### src/rtl/alu_pkg.sv
// Shared types and constants for the ALU operand/result issuer.
package alu_pkg;

   // Default data-path widths; the issuer's WIDTH/CMD_W parameters must match these.
   localparam int ALU_WIDTH = 8;
   localparam int ALU_CMD_W = 4;
   localparam int LAT_W     = 4;

   // Multiply commands (arithmetic mode) take the longer ALU latency.
   localparam int CMD_MUL_INC = 9;
   localparam int CMD_MUL_SHL = 10;

   // Operand-valid codes.
   localparam logic [1:0] INPV_NONE = 2'b00;
   localparam logic [1:0] INPV_BOTH = 2'b11;

   // Bit positions inside the 6-bit {COUT,OFLOW,G,L,E,ERR} flag vector.
   localparam int FLAG_ERR   = 0;
   localparam int FLAG_E     = 1;
   localparam int FLAG_L     = 2;
   localparam int FLAG_G     = 3;
   localparam int FLAG_OFLOW = 4;
   localparam int FLAG_COUT  = 5;

   typedef enum logic [2:0] {
      ST_IDLE,
      ST_ISSUE,
      ST_WAIT,
      ST_CAPTURE,
      ST_RESP
   } state_e;

   typedef struct packed {
      logic                 mode;
      logic [ALU_CMD_W-1:0] cmd;
      logic [ALU_WIDTH-1:0] opa;
      logic [ALU_WIDTH-1:0] opb;
      logic                 cin;
      logic [1:0]           inp_valid;
   } alu_req_t;

   typedef struct packed {
      logic [2*ALU_WIDTH-1:0] res;
      logic [5:0]             flags;
      logic                   skip;
   } alu_rsp_t;

   // A request with no valid operand never reaches the ALU.
   function automatic logic is_skip(input logic [1:0] inp_valid);
      return inp_valid == INPV_NONE;
   endfunction

endpackage

### src/rtl/alu_lat_sel.sv
// Maps {mode, cmd} to the ALU latency in cycles.
module alu_lat_sel
   import alu_pkg::*;
#(
   parameter int CMD_W    = 4,
   parameter int LAT_NORM = 1,
   parameter int LAT_MUL  = 2
) (
   input  logic             mode,
   input  logic [CMD_W-1:0] cmd,
   output logic [LAT_W-1:0] lat
);

   // Multiply commands in arithmetic mode use the long latency.
   always_comb begin
      if (mode && (cmd == CMD_W'(CMD_MUL_INC) || cmd == CMD_W'(CMD_MUL_SHL))) begin
         lat = LAT_W'(LAT_MUL);
      end else begin
         lat = LAT_W'(LAT_NORM);
      end
   end

endmodule

### src/rtl/alu_op_issuer.sv
// Issues one ALU operation at a time from a request stream and returns the
// captured result on a response stream.
//
// Handshakes: a transfer happens on a rising CLK edge where valid && ready are
// both high; the sender holds its payload stable while valid is high and
// ready is low. req_ready is high only in IDLE; rsp_valid holds until taken.
module alu_op_issuer
   import alu_pkg::*;
#(
   parameter int WIDTH    = 8,
   parameter int CMD_W    = 4,
   parameter int LAT_NORM = 1,
   parameter int LAT_MUL  = 2,
   parameter int CNT_W    = 16
) (
   input  logic               CLK,
   input  logic               RST,
   input  logic               req_valid,
   output logic               req_ready,
   input  logic               req_mode,
   input  logic [CMD_W-1:0]   req_cmd,
   input  logic [WIDTH-1:0]   req_opa,
   input  logic [WIDTH-1:0]   req_opb,
   input  logic               req_cin,
   input  logic [1:0]         req_inp_valid,
   output logic               alu_ce,
   output logic               alu_mode,
   output logic [CMD_W-1:0]   alu_cmd,
   output logic [WIDTH-1:0]   alu_opa,
   output logic [WIDTH-1:0]   alu_opb,
   output logic               alu_cin,
   output logic [1:0]         alu_inp_valid,
   input  logic [2*WIDTH-1:0] alu_res,
   input  logic [5:0]         alu_flags,
   output logic               rsp_valid,
   input  logic               rsp_ready,
   output logic [2*WIDTH-1:0] rsp_res,
   output logic [5:0]         rsp_flags,
   output logic               rsp_skip,
   output logic               busy,
   output logic [CNT_W-1:0]   ops_issued,
   output logic [CNT_W-1:0]   err_count
);

   state_e             state_q, state_d;
   alu_req_t           req_q, req_d;
   alu_req_t           alu_q, alu_d;
   alu_rsp_t           rsp_q, rsp_d;
   logic [LAT_W-1:0]   cnt_q, cnt_d;
   logic               req_ready_q, req_ready_d;
   logic               rsp_valid_q, rsp_valid_d;
   logic               alu_ce_q, alu_ce_d;
   logic               busy_q, busy_d;
   logic [CNT_W-1:0]   ops_q, ops_d;
   logic [CNT_W-1:0]   err_q, err_d;
   logic [LAT_W-1:0]   lat;
   logic               req_fire;

   alu_lat_sel #(
      .CMD_W    (CMD_W),
      .LAT_NORM (LAT_NORM),
      .LAT_MUL  (LAT_MUL)
   ) u_lat_sel (
      .mode (req_q.mode),
      .cmd  (req_q.cmd),
      .lat  (lat)
   );

   assign req_fire = req_valid && req_ready_q;

   // Next-state and next-output logic for the issue/wait/capture/respond sequence.
   always_comb begin
      state_d     = state_q;
      req_d       = req_q;
      alu_d       = alu_q;
      rsp_d       = rsp_q;
      cnt_d       = cnt_q;
      req_ready_d = req_ready_q;
      rsp_valid_d = rsp_valid_q;
      alu_ce_d    = alu_ce_q;
      ops_d       = ops_q;
      err_d       = err_q;
      case (state_q)
         ST_IDLE: begin
            req_ready_d = 1'b1;
            if (req_fire) begin
               req_d       = '{mode: req_mode, cmd: req_cmd, opa: req_opa, opb: req_opb,
                               cin: req_cin, inp_valid: req_inp_valid};
               req_ready_d = 1'b0;
               // A skipped request goes straight to CAPTURE, which loads the
               // empty response without touching the ALU.
               state_d     = is_skip(req_inp_valid) ? ST_CAPTURE : ST_ISSUE;
            end
         end
         ST_ISSUE: begin
            alu_d    = req_q;
            alu_ce_d = 1'b1;
            cnt_d    = lat;
            ops_d    = ops_q + 1'b1;
            state_d  = ST_WAIT;
         end
         ST_WAIT: begin
            if (cnt_q <= LAT_W'(1)) begin
               state_d = ST_CAPTURE;
            end else begin
               cnt_d = cnt_q - 1'b1;
            end
         end
         ST_CAPTURE: begin
            if (is_skip(req_q.inp_valid)) begin
               rsp_d = '{res: '0, flags: '0, skip: 1'b1};
            end else begin
               rsp_d = '{res: alu_res, flags: alu_flags, skip: 1'b0};
            end
            alu_ce_d        = 1'b0;
            alu_d.inp_valid = INPV_NONE;
            rsp_valid_d     = 1'b1;
            state_d         = ST_RESP;
         end
         ST_RESP: begin
            if (rsp_ready) begin
               rsp_valid_d = 1'b0;
               if (rsp_q.flags[FLAG_ERR] || rsp_q.skip) begin
                  err_d = err_q + 1'b1;
               end
               req_ready_d = 1'b1;
               state_d     = ST_IDLE;
            end
         end
         default: begin
            state_d = ST_IDLE;
         end
      endcase
      busy_d = (state_d != ST_IDLE);
   end

   // State and registered outputs; synchronous active-low reset clears everything.
   always_ff @(posedge CLK) begin
      if (!RST) begin
         state_q     <= ST_IDLE;
         req_q       <= '0;
         alu_q       <= '0;
         rsp_q       <= '0;
         cnt_q       <= '0;
         req_ready_q <= 1'b0;
         rsp_valid_q <= 1'b0;
         alu_ce_q    <= 1'b0;
         busy_q      <= 1'b0;
         ops_q       <= '0;
         err_q       <= '0;
      end else begin
         state_q     <= state_d;
         req_q       <= req_d;
         alu_q       <= alu_d;
         rsp_q       <= rsp_d;
         cnt_q       <= cnt_d;
         req_ready_q <= req_ready_d;
         rsp_valid_q <= rsp_valid_d;
         alu_ce_q    <= alu_ce_d;
         busy_q      <= busy_d;
         ops_q       <= ops_d;
         err_q       <= err_d;
      end
   end

   assign req_ready     = req_ready_q;
   assign alu_ce        = alu_ce_q;
   assign alu_mode      = alu_q.mode;
   assign alu_cmd       = alu_q.cmd;
   assign alu_opa       = alu_q.opa;
   assign alu_opb       = alu_q.opb;
   assign alu_cin       = alu_q.cin;
   assign alu_inp_valid = alu_q.inp_valid;
   assign rsp_valid     = rsp_valid_q;
   assign rsp_res       = rsp_q.res;
   assign rsp_flags     = rsp_q.flags;
   assign rsp_skip      = rsp_q.skip;
   assign busy          = busy_q;
   assign ops_issued    = ops_q;
   assign err_count     = err_q;

endmodule
### config.mk
export PLATFORM = sky130hd
export DESIGN_NAME = alu_op_issuer
export DESIGN_NICKNAME = d
export VERILOG_FILES = /design/src/rtl/alu_pkg.sv /design/src/rtl/alu_lat_sel.sv /design/src/rtl/alu_op_issuer.sv
export SDC_FILE = /design/constraint.sdc
export NUM_CORES = 1
export LEC_CHECK = 0
export CAP_MARGIN = 40
export CORE_UTILIZATION = 39
export CTS_CLUSTER_DIAMETER = 80
export DETAILED_ROUTE_END_ITERATION = 6
export MAX_ROUTING_LAYER = met4
export PLACE_DENSITY = 0.7
export RECOVER_POWER = 50
export SYNTH_ARGS = -nofsm -noshare
export SYNTH_HDL_FRONTEND = slang
export SYNTH_SLANG_ARGS = --single-unit
export TNS_END_PERCENT = 30
### constraint.sdc
create_clock -name CLK -period 5.3 [get_ports CLK]
set_clock_uncertainty 0.15 [all_clocks]
set_input_delay 1.06 -clock CLK [delete_from_list [all_inputs] [get_ports CLK]]
set_output_delay 1.06 -clock CLK [all_outputs]
set_load 0.01 [all_outputs]
== After elaboration in Yosys (flattened, before gate mapping) ==
Index checks and enable logic that the tools add are counted.

* Register bits: 114
* Input port bits: 50
* Output and inout bits: 83
* Logic and storage cells: 68

* $add $sub $neg: 3
* Magnitude comparators: 1
* Equality and inequality tests: 8
* Mux-type cells: 16
* Reductions and logical operators: 17

{| class="wikitable"
|+ Operators with widths
! cell !! count
|-
| adder 16 x 1 -> 16 bit, second input constant || 2
|-
| 2-to-1 mux 23 bit || 1
|-
| one-hot mux 3 bit (5 select lines) || 1
|-
| 2-to-1 mux 3 bit || 3
|-
| == test 4 bit, second input constant || 2
|-
| one-hot mux 4 bit (2 select lines) || 1
|-
| AND reduction 2 bit || 4
|-
| nonzero test 2 bit || 4
|-
| == test 3 x 2 -> 1 bit, second input constant || 2
|-
| one-hot mux 1 bit (2 select lines) || 3
|-
| <= comparator 4 x 1 -> 1 bit, second input constant || 1
|-
| logical NOT 2 bit || 2
|-
| 2-to-1 mux 2 bit || 2
|-
| 2-to-1 mux 4 bit || 1
|-
| inequality test 2 bit, second input constant || 2
|-
| one-hot mux 2 bit (2 select lines) || 1
|-
| subtractor 4 x 1 -> 4 bit, second input constant || 1
|-
| == test 3 x 1 -> 1 bit, second input constant || 1
|-
| == test 3 bit, second input constant || 1
|-
| logical NOT 3 bit || 1
|-
| 2-to-1 mux 1 bit || 3
|-
| AND reduction 3 bit || 1
|-
| nonzero test 3 bit || 1
|-
| logical AND 1 bit || 2
|-
| logical OR 1 bit || 2
|}

== Longest topological paths before layout ==
Gate-level depths: netlist of the first run.

* Depth after elaboration: 5
* Gate-level depth with buffers: 7

== Hierarchy ==
From an unflattened synthesis of the first run, not the netlist that was laid out.

* Cell total of the unflattened synthesis: 508
* Area, all modules: 4413.0 um^2

{| class="wikitable"
|+ Modules (own cells, without submodules)
! module !! times used !! cells an instance !! area an instance (um^2) !! seq. area each (um^2)
|-
| alu_op_issuer || 1 || 502 || 4366.7 || 2282.2
|-
| alu_lat_sel || 1 || 6 || 46.3 || 0.0
|}

== Worst setup path before layout of the first run ==
Ideal clock, no wire load.

* Kind: input to register
* Start point: input port rsp_ready
* End point: register err_q[12], in the netlist err_count[12]
* Arrival time: 2240 ps
* Slack: 2839 ps
* Stages: 5
* Buffers on the path: 1
* Cell sequence: nand4_1 or4_1 buf_2 or3_1 a21oi_1

* Cells in the longest elaborated chain, start to end: 1

{| class="wikitable"
|+ Ends and longest elaborated chain
! item !! line !! source
|-
| from (decl) || alu_op_issuer.sv:36 || <nowiki>input logic rsp_ready,</nowiki>
|-
| AND reduction 3 bit (no line) || - ||
|-
| to (signal assigned) || alu_op_issuer.sv:162 || <nowiki>err_q <= err_d;</nowiki>
|-
| to (decl) || alu_op_issuer.sv:55 || <nowiki>logic [CNT_W-1:0] err_q, err_d;</nowiki>
|}

Every way passes these cells.
A chain may end at the register's enable or synchronous reset.

== Worst setup path after layout of the first run ==
* Start point: input port RST
* End point: register cnt_q[0]

{| class="wikitable"
|+ RTL lines
! item !! line !! source
|-
| from (decl) || alu_op_issuer.sv:17 || <nowiki>input logic RST,</nowiki>
|-
| to (signal assigned) || alu_op_issuer.sv:156 || <nowiki>cnt_q <= cnt_d;</nowiki>
|-
| to (decl) || alu_op_issuer.sv:49 || <nowiki>logic [LAT_W-1:0] cnt_q, cnt_d;</nowiki>
|}

No word-level cell between the ends.

==> flow_summary.ini, run 1 <==
[hold_path]
hold_path.class = flip-flop to flip-flop
hold_start = req_q[16]$_SDFFE_PN0P_

[global_routing]
grt_pass1_vias = 3768
track_usage = 0.200
grt_max_degree = 84
antenna_found_initial = 0
grt-ovfl-total = 0
grt_first_pass_wirelength_mm = 17.9

[power_and_ir_drop]
p_per_area_nw_per_um2 = 349
report.power.total_w = 0.00225
vdd_drop_max_mv = 0.241
leakage_nw = 2.53

[synthesis]
ys_seq_area_frac = 0.517
yosys.area.top_type = dfxtp_1
synthesis.instances = 518
synth_area_leaders = dfxtp_1 52%, nand2_1 10%, a21oi_1 7.7%
yosys_warnings = 0
syn_area_sq_um = 4410
synth_flop_cell = dfxtp_1
async_flop_share = 0
synth.avg_cell_area_sq_um = 8.52
syn_nets = 572
synth_edf_count = 0
synth.ff_latch_count = 114
yosys.cell_types.count = 44
synth_top_area_share = 0.517

[placed_design]
numPortBuffers = 132
post-dp-hpwl_mm = 7.42
dp_slack_ns = 2.13
routabilityCongestion = 0.770

[sta]
post-route-period-util = 0.680
setup_violations = 0
grt_setup_unrepaired = false
setup_tns_ns = 0
finalHoldViolCount = 0
tightestPinTransition_ns = 1.66
relSlewSlack = -0.106
whs_ns = 0.302
fmax_mhz = 278
drv_slew = 84
fin_crit_ns = 3.60
setup_slack_ns = 1.70

[cts]
cts_setup_buffers = 0
cts_buffers = 17
cts_root_buf = clkbuf_16
clk_pin_slew_ns = 0.05
clock_latency_ns = 0.40
cts_sinks = 114
cts-resized-gates = 0
cts_tree = yes
h-tree-depth = 4
clockBufferDepth = 2
postCtsHoldBufs = 0

[routing]
drtPass1Iterations = 4
via_per_inst = 5.04
wl_mm = 10.9
vias = 4009
antenna_left = 0
post_drt_wl_per_cell_um = 13.7
drc = 0
dr.first_iter.drc_count = 175

[worst_setup_path]
cp_cell_sequence = dlygate4sd3_1, clkinv_1, clkbuf_2, o32ai_1
critPathSlowestCell = dlygate4sd3_1
slowest_delay_ns = 0.94
crit_fanout = 83
r2r-end = rsp_res[7]$_SDFFE_PN0P_
cp.arrival_ns = 3.73
startpoint = RST
regToRegSetupSlack_ns = 3.01
cp.required_ns = 5.43
crit_end = cnt_q[0]$_SDFFE_PN0P_
critPathCaptureType = flip-flop
path_class = primary input to flip-flop
r2r-start = state_q[0]$_SDFF_PN0_
rr_worst_depth = 4
start_kind = primary input

[die]
die_area_sq_um = 11700
rows = 38
core_area_sq_um = 10900
initial_core_util = 0.404
die_h_um = 108
die_w_um = 108
ios = 133

[layout]
antenna_cells = 0
area_growth_pct = 45.8
final_cell_mix = 117 x nand2_1, 114 x dfxtp_1, 85 x dlygate4sd3_1
layout_commonest_cell = nand2_1
drive_gt1_frac = 0.0626
nNetsFinal = 698

[status]
violations = capacitance limit, slew limit
status = complete, but fails checks

[run]
maxCapViolCount = 1
-- routing by layer --
| metal | part of all wire | wire length, um | up-vias | global-route usage |
|---|---|---|---|---|
| li1 | - | - | 2029 | - |
| met1 | 0.45 | 4950 | 1873 | 0.244 |
| met2 | 0.49 | 5350 | 93 | 0.317 |
| met4 | 0.016 | 176 | 0 | 0.0676 |
| met5 | 0 | 0 | - | - |
| met3 | 0.039 | 424 | 14 | 0.0567 |
-- worst max-delay path, delay by kind of cell --
kind | cells | cell delay (ns)
buffers and inverters | 3 | 2.00
AOI/OAI and AO/OA | 1 | 0.60
-- registers in the layout, summed over array words and instances, names as in the netlist, 2 cells and up --
name / cells
alu_opa: 8
rsp_flags: 6
ops_issued: 16
alu_inp_valid: 2
alu_opb: 8
alu_cmd: 4
state_q: 3
rsp_res: 16
err_count: 16
req_q: 24
cnt_q: 4
-- cell usage after synthesis, types with 4 or more instances --
cell type	instances
buf_2	5
ha_1	4
xnor2_1	12
dfxtp_1	114
inv_1	11
clkbuf_1	25
nand3_1	17
nor2_1	26
nand4_1	9
nand2_1	117
or3_1	10
or4_1	4
a21oi_1	68
mux2i_1	5
and2_1	4
a22o_1	18
xor2_1	6
nand2b_1	7
o21ai_0	12
nor3_1	10
-- power by group --
part           total, W  internal (W)  switching, W  leakage [nW]
registers      0.000915      0.000889     0.0000260         0.921
clock network   0.00113      0.000755      0.000377         0.280
logic          0.000200     0.0000898      0.000110          1.33
total           0.00225       0.00173      0.000514          2.53
-- logic make-up (layout without fill, tap and decap cells) --
| kind of cell | count (synthesis) | after routing | share of synthesized area |
|---|---|---|---|
| DFF | 114 | 114 | 0.517 |
| AOI/OAI and AO/OA | 110 | 110 | 0.149 |
| buffers and inverters | 41 | 178 | 0.0363 |
| xor gates and xnor gates | 18 | 18 | 0.0357 |
| and+or+nand+nor | 226 | 226 | 0.240 |
| muxes | 5 | 5 | 0.0113 |
| adders and majority gates | 4 | 4 | 0.0113 |
-- cell type report --
cell class | count | area (sq um)
inverter | 11 | 41.3
clock buffer | 20 | 457
sequential | 114 | 2280
clock inverter | 10 | 135
multi-input combinational | 363 | 1980
timing repair buffer | 137 | 1370
tap | 140 | 175
fill | 980 | 4500
-- worst min path at each step --
stage | end | slack, ns | cells past startpoint
floorplan | alu_cin$_SDFFE_PN0P_ | 0.28 | 2
global placement | alu_opb[7]$_SDFFE_PN0P_ | 0.29 | 2
detailed placement | req_q[5]$_SDFFE_PN0P_ | 0.30 | 2
CTS | req_q[5]$_SDFFE_PN0P_ | 0.30 | 2
global route | req_q[5]$_SDFFE_PN0P_ | 0.32 | 2
finish | req_q[16]$_SDFFE_PN0P_ | 0.30 | 2
-- stage by stage --
stage / util / std cells / area [sq um]
final: 0.588 / 795 / 6430
after global routing: 0.588 / 795 / 6430
after CTS: 0.589 / 795 / 6440
after detailed placement: 0.534 / 765 / 5840
after global placement: 0.532 / 763 / 5820
after floorplan: - / 518 / 4410
Note: power is estimated with default switching activity, not from simulation.
==> run 2: changes to the inputs <==
--- a/config.mk
+++ b/config.mk
@@ -10,7 +10,7 @@
 export CTS_CLUSTER_DIAMETER = 80
 export DETAILED_ROUTE_END_ITERATION = 6
 export MAX_ROUTING_LAYER = met4
-export PLACE_DENSITY = 0.7
+export PLACE_DENSITY = 0.73
 export RECOVER_POWER = 50
 export SYNTH_ARGS = -nofsm -noshare
 export SYNTH_HDL_FRONTEND = slang
==> constraint.sdc (replaced) <==
create_clock -name CLK -period 2.91 [get_ports CLK]
set_clock_uncertainty 0.15 [all_clocks]
set_input_delay 0.582 -clock CLK [delete_from_list [all_inputs] [get_ports CLK]]
set_output_delay 0.582 -clock CLK [all_outputs]
set_load 0.01 [all_outputs]
==> run 2 against run 1 <==
Net effect:
- the run now ends clean
- non-clock buffer count is 4 higher
- global-route usage grew 0.87 points
- first-iteration DRC count up 2.9%
- combinational power is 89% higher
- sequential share of layout area fell by 0.56 points
- cell count increased by 0.63%
- sequential power up 81%
- worst setup slack got worse by 1.2 ns
- design area up 1.6%
- register-to-register slack worse by 2.6 ns
- flip-flop and latch count did not move
- critical path type is now flip-flop to flip-flop
==> flow_summary.ini, run 2 (synthesis gave the netlist of run 1 again) <==
[status]
status = finished, final reports clean

[cts]
clock_latency_ns = 0.40
cts_setup_buffers = 0
h-tree-depth = 4
cts_sinks = 114
cts_buffers = 17
cts_tree = yes
cts-resized-gates = 0
clk_pin_slew_ns = 0.06
postCtsHoldBufs = 0
cts_root_buf = clkbuf_16
clockBufferDepth = 2

[sta]
setup_tns_ns = 0
post-route-period-util = 0.843
finalHoldViolCount = 0
relSlewSlack = 0.216
tightestPinTransition_ns = 1.18
setup_violations = 0
fin_crit_ns = 2.45
drv_slew = 0
grt_setup_unrepaired = false
fmax_mhz = 407
setup_slack_ns = 0.456

[routing]
dr.first_iter.drc_count = 180
vias = 4114
via_per_inst = 5.14
drtPass1Iterations = 4
wl_mm = 11.5
antenna_left = 0
drc = 0
post_drt_wl_per_cell_um = 14.3

[layout]
final_cell_mix = 117 x nand2_1, 114 x dfxtp_1, 111 x clkdlybuf4s50_1
drive_gt1_frac = 0.0652
layout_commonest_cell = nand2_1
fin_util = 0.598
final-seq-area_sq_um = 2280
multi_input_area_sq_um = 1970
area_growth_pct = 48.1
largest_reg_flops = 24
top_register = req_q
antenna_cells = 0
finalNonFillerCells = 800
fillers = 959
nNetsFinal = 702

[die]
core_area_sq_um = 10900
ios = 133
die_area_sq_um = 11700
rows = 38
die_h_um = 108
initial_core_util = 0.404
die_w_um = 108

[power_and_ir_drop]
vdd_drop_max_mv = 0.549
report.power.total_w = 0.00441
leakage_nw = 2.36
p_per_area_nw_per_um2 = 675

[global_routing]
track_usage = 0.209
grt_first_pass_wirelength_mm = 18.5
grt-ovfl-total = 0
antenna_found_initial = 0
grt_pass1_vias = 3944
grt_max_degree = 34

[placed_design]
post-dp-hpwl_mm = 7.91
place_inst = 769
routabilityCongestion = 0.809
numPortBuffers = 132
dp_slack_ns = 0.276

[worst_setup_path]
path_class = flip-flop to flip-flop
critPathCaptureType = flip-flop
path_depth = 5
rr_worst_depth = 5
cp.arrival_ns = 2.62
critPathBufInv = 1
cp_cell_sequence = or2_0, nor3_2, clkbuf_1, a31oi_1, o221ai_1
crit_fanout = 26
critPathSlowestCell = clkbuf_1
critPathTopFamily = buffers and inverters
start_kind = flip-flop
cp.required_ns = 3.07
slowest_delay_ns = 0.89

[hold_path]
hold_path.class = flip-flop to flip-flop
hold_depth = 2

[run]
maxCapViolCount = 0
-- run 2: cell types whose count changed in the layout (fill, tap and decap cells not counted), moves of 2 or more --
cell | previous run | this run
buf_4 | 2 | 7
and2_1 | 4 | 2
bufinv_16 | 3 | 6
dlygate4sd3_1 | 85 | 21
clkinv_2 | 3 | 1
and2_0 | 0 | 2
clkbuf_8 | 2 | 4
clkdlybuf4s50_1 | 47 | 111
clkinvlp_4 | 4 | 2
-- run 2: metrics by stage --
| stage | hold slack [ns] | area [sq um] |
|---|---|---|
| 2_1_floorplan | 0.282 | 4410 |
| 3_3_place_gp | 0.286 | 5860 |
| 3_5_place_dp | 0.299 | 5860 |
| 4_1_cts | 0.304 | 6550 |
| 5_1_grt | 0.316 | 6540 |
| 6_report | 0.298 | 6540 |
-- run 2: path summary, 6_finish.rpt --
check | end | startpoint | slack, ns
hold / removal | alu_opb[3]$_SDFFE_PN0P_ | req_q[6]$_SDFFE_PN0P_ | 0.30
setup / recovery | busy$_SDFF_PN0_ | state_q[0]$_SDFF_PN0_ | 0.46
hold reg to reg | alu_opb[3]$_SDFFE_PN0P_ | req_q[6]$_SDFFE_PN0P_ | 0.30
setup reg to reg | busy$_SDFF_PN0_ | state_q[0]$_SDFF_PN0_ | 0.46
-- run 2: routing by layer --
layer  up-vias  wire length (um)  track usage
li1       2046                 -            -
met1      1952              4830        0.228
met2       110              5770        0.349
met3         6               775       0.0784
met4         0                74       0.0705
met5         -                 0            -
-- run 2: area by class of cell --
type | count | area share
sequential | 114 | 0.349
multi-input combinational | 363 | 0.301
timing repair buffer | 141 | 0.212
clock buffer | 22 | 0.0741
clock inverter | 9 | 0.0306
tap | 140 | 0.0268
inverter | 11 | 0.00632
-- run 2: power by group --
part           leakage [nW]  switching (W)  internal [W]  total (W)
sequential            0.921      0.0000429       0.00162    0.00166
combinational          1.11       0.000212      0.000168   0.000379
clock                 0.328       0.000681       0.00169    0.00237
-- run 2: worst register-to-register path: cells and delay by family, from the launching register on --
| family | cells | cell delay, ns |
|---|---|---|
| buffers and inverters | 1 | 0.89 |
| AND/OR/NAND/NOR | 2 | 0.57 |
| flip-flops | 1 | 0.41 |
| AO/OA/AOI/OAI | 2 | 0.34 |
==> run 3: changes to the inputs <==
==> constraint.sdc (replaced) <==
create_clock -name CLK -period 1.95 [get_ports CLK]
set_clock_uncertainty 0.15 [all_clocks]
set_input_delay 0.39 -clock CLK [delete_from_list [all_inputs] [get_ports CLK]]
set_output_delay 0.39 -clock CLK [all_outputs]
set_load 0.01 [all_outputs]
==> run 3 against run 2 <==
Net effect:
- flip-flop and latch count unchanged
- critical path type unchanged
- combinational power rose by 69%
- count of clock-buffer cells in the layout is 1 lower
- global-route usage increased by 0.43 points
- hold slack better by 0.00063 ns
==> flow_summary.ini, run 3 (synthesis gave the netlist of run 1 again) <==
[layout]
drive_gt1_frac = 0.111
multi_input_area_sq_um = 1980
top_register = req_q
antenna_cells = 0
largest_reg_flops = 24
fillers = 1023
layout_commonest_cell = nand2_1
nNetsFinal = 726
final_cell_mix = 117 x nand2_1, 116 x clkdlybuf4s50_1, 102 x dfxtp_1
finalNonFillerCells = 825
final-seq-area_sq_um = 2300
area_growth_pct = 50.3

[hold_path]
hold_start = req_q[11]$_SDFFE_PN0P_
hold_depth = 2
hold_path.class = flip-flop to flip-flop
min_to = alu_opa[0]$_SDFFE_PN0P_

[sta]
setup_slack_ns = 0.0126
setup_tns_ns = 0
drv_slew = 0
whs_ns = 0.298
grt_setup_unrepaired = true
tightestPinTransition_ns = 0.498
fin_crit_ns = 1.94
fmax_mhz = 516
relSlewSlack = 0.664
finalHoldViolCount = 0
setup_violations = 0
post-route-period-util = 0.994

[power_and_ir_drop]
vdd_drop_max_mv = 0.556
p_per_area_nw_per_um2 = 910
leakage_nw = 2.39

[routing]
via_per_inst = 5.09
post_drt_wl_per_cell_um = 13.8
antenna_left = 0
dr.first_iter.drc_count = 215
wl_mm = 11.4
drtPass1Iterations = 4
drc = 0
vias = 4203

[worst_setup_path]
cp_cell_sequence = ha_2, nand3_1, or4_4, or3_1, a21oi_1
cp.arrival_ns = 2.12
crit_fanout = 9
critPathBufInv = 0
cp.required_ns = 2.13
r2r-start = err_count[1]$_SDFFE_PN0P_
r2r-end = err_count[14]$_SDFFE_PN0P_
rr_worst_depth = 5
critPathTopFamily = simple AND/OR/NAND/NOR gates
regToRegSetupSlack_ns = 0.01
critPathSlowestCell = or4_4
slowest_delay_ns = 0.60
critPathCaptureType = flip-flop
path_class = flip-flop to flip-flop
start_kind = flip-flop

[cts]
cts_setup_buffers = 0
postCtsHoldBufs = 0
h-tree-depth = 4
cts_buffers = 17
clockBufferDepth = 2
clk_pin_slew_ns = 0.05
cts_root_buf = clkbuf_16
cts_tree = yes
clock_latency_ns = 0.40
cts_sinks = 114

[placed_design]
post-dp-hpwl_mm = 7.88
dp_slack_ns = -0.443
routabilityCongestion = 0.838
place_inst = 793
numPortBuffers = 132

[die]
core_area_sq_um = 10900
die_h_um = 108
initial_core_util = 0.404
rows = 38
die_w_um = 108
ios = 133
die_area_sq_um = 11700

[global_routing]
antenna_found_initial = 0
grt_first_pass_wirelength_mm = 18.9
grt_max_degree = 57
track_usage = 0.213
grt-ovfl-total = 0
grt_pass1_vias = 4236

[run]
maxCapViolCount = 0

[status]
status = finished, final reports clean
## run 3: worst max path at each step
stage | start | endpoint | slack (ns) | cells after the start
2_1_floorplan | err_count[0]$_SDFFE_PN0P_ | err_count[12]$_SDFFE_PN0P_ | -0.02 | 6
3_3_place_gp | rsp_ready | err_count[12]$_SDFFE_PN0P_ | -0.41 | 5
3_5_place_dp | rsp_ready | err_count[12]$_SDFFE_PN0P_ | -0.44 | 5
4_1_cts | err_count[5]$_SDFFE_PN0P_ | err_count[5] | 0.0003 | 2
5_1_grt | err_count[1]$_SDFFE_PN0P_ | err_count[14]$_SDFFE_PN0P_ | -0.07 | 5
6_report | err_count[1]$_SDFFE_PN0P_ | err_count[14]$_SDFFE_PN0P_ | 0.01 | 5
## run 3: power by group
part           switching [W]  internal, W
clock network        0.00103      0.00190
logic               0.000339     0.000300
registers          0.0000509      0.00242
total                0.00142      0.00461
## run 3: repair_timing
item	in CTS	in global routing
pin swaps	0	4
resized for setup	11	17
endpoints found under the setup margin	14	42
cloned	0	0
## run 3: worst reg2reg max path, stage by stage, from the launching register on
cell and delay [ns]:
dfxtp_2 0.34, ha_2 0.18, nand3_1 0.11, or4_4 0.60
or3_1 0.36, a21oi_1 0.13
## run 3: routing by layer
metal / up-vias / global-route usage / routed length (um)
met4: 0 / 0.0994 / 195
met2: 112 / 0.344 / 5510
met1: 1986 / 0.238 / 4950
met5: - / - / 0
met3: 16 / 0.0693 / 760
li1: 2089 / - / -
## run 3: through the flow
| stage | cell area (sq um) | power, W | utilization |
|---|---|---|---|
| 4_1_cts | 6660 | 0.00612 | 0.609 |
| 3_5_place_dp | 6080 | 0.00317 | 0.556 |
| 5_1_grt | 6630 | 0.00629 | 0.607 |
| 6_report | 6630 | 0.00604 | 0.607 |
| 3_3_place_gp | 6080 | 0.00315 | 0.556 |
| 2_1_floorplan | 4430 | 0.00283 | - |
## run 3: final cells by class
type,instances,share of cell area
repair buffers,165,0.238
inverters,11,0.00622
flip-flops and latches,114,0.346
clock inverters,11,0.0170
well taps,140,0.0264
multi-input cells,363,0.298
clock buffers,21,0.0679
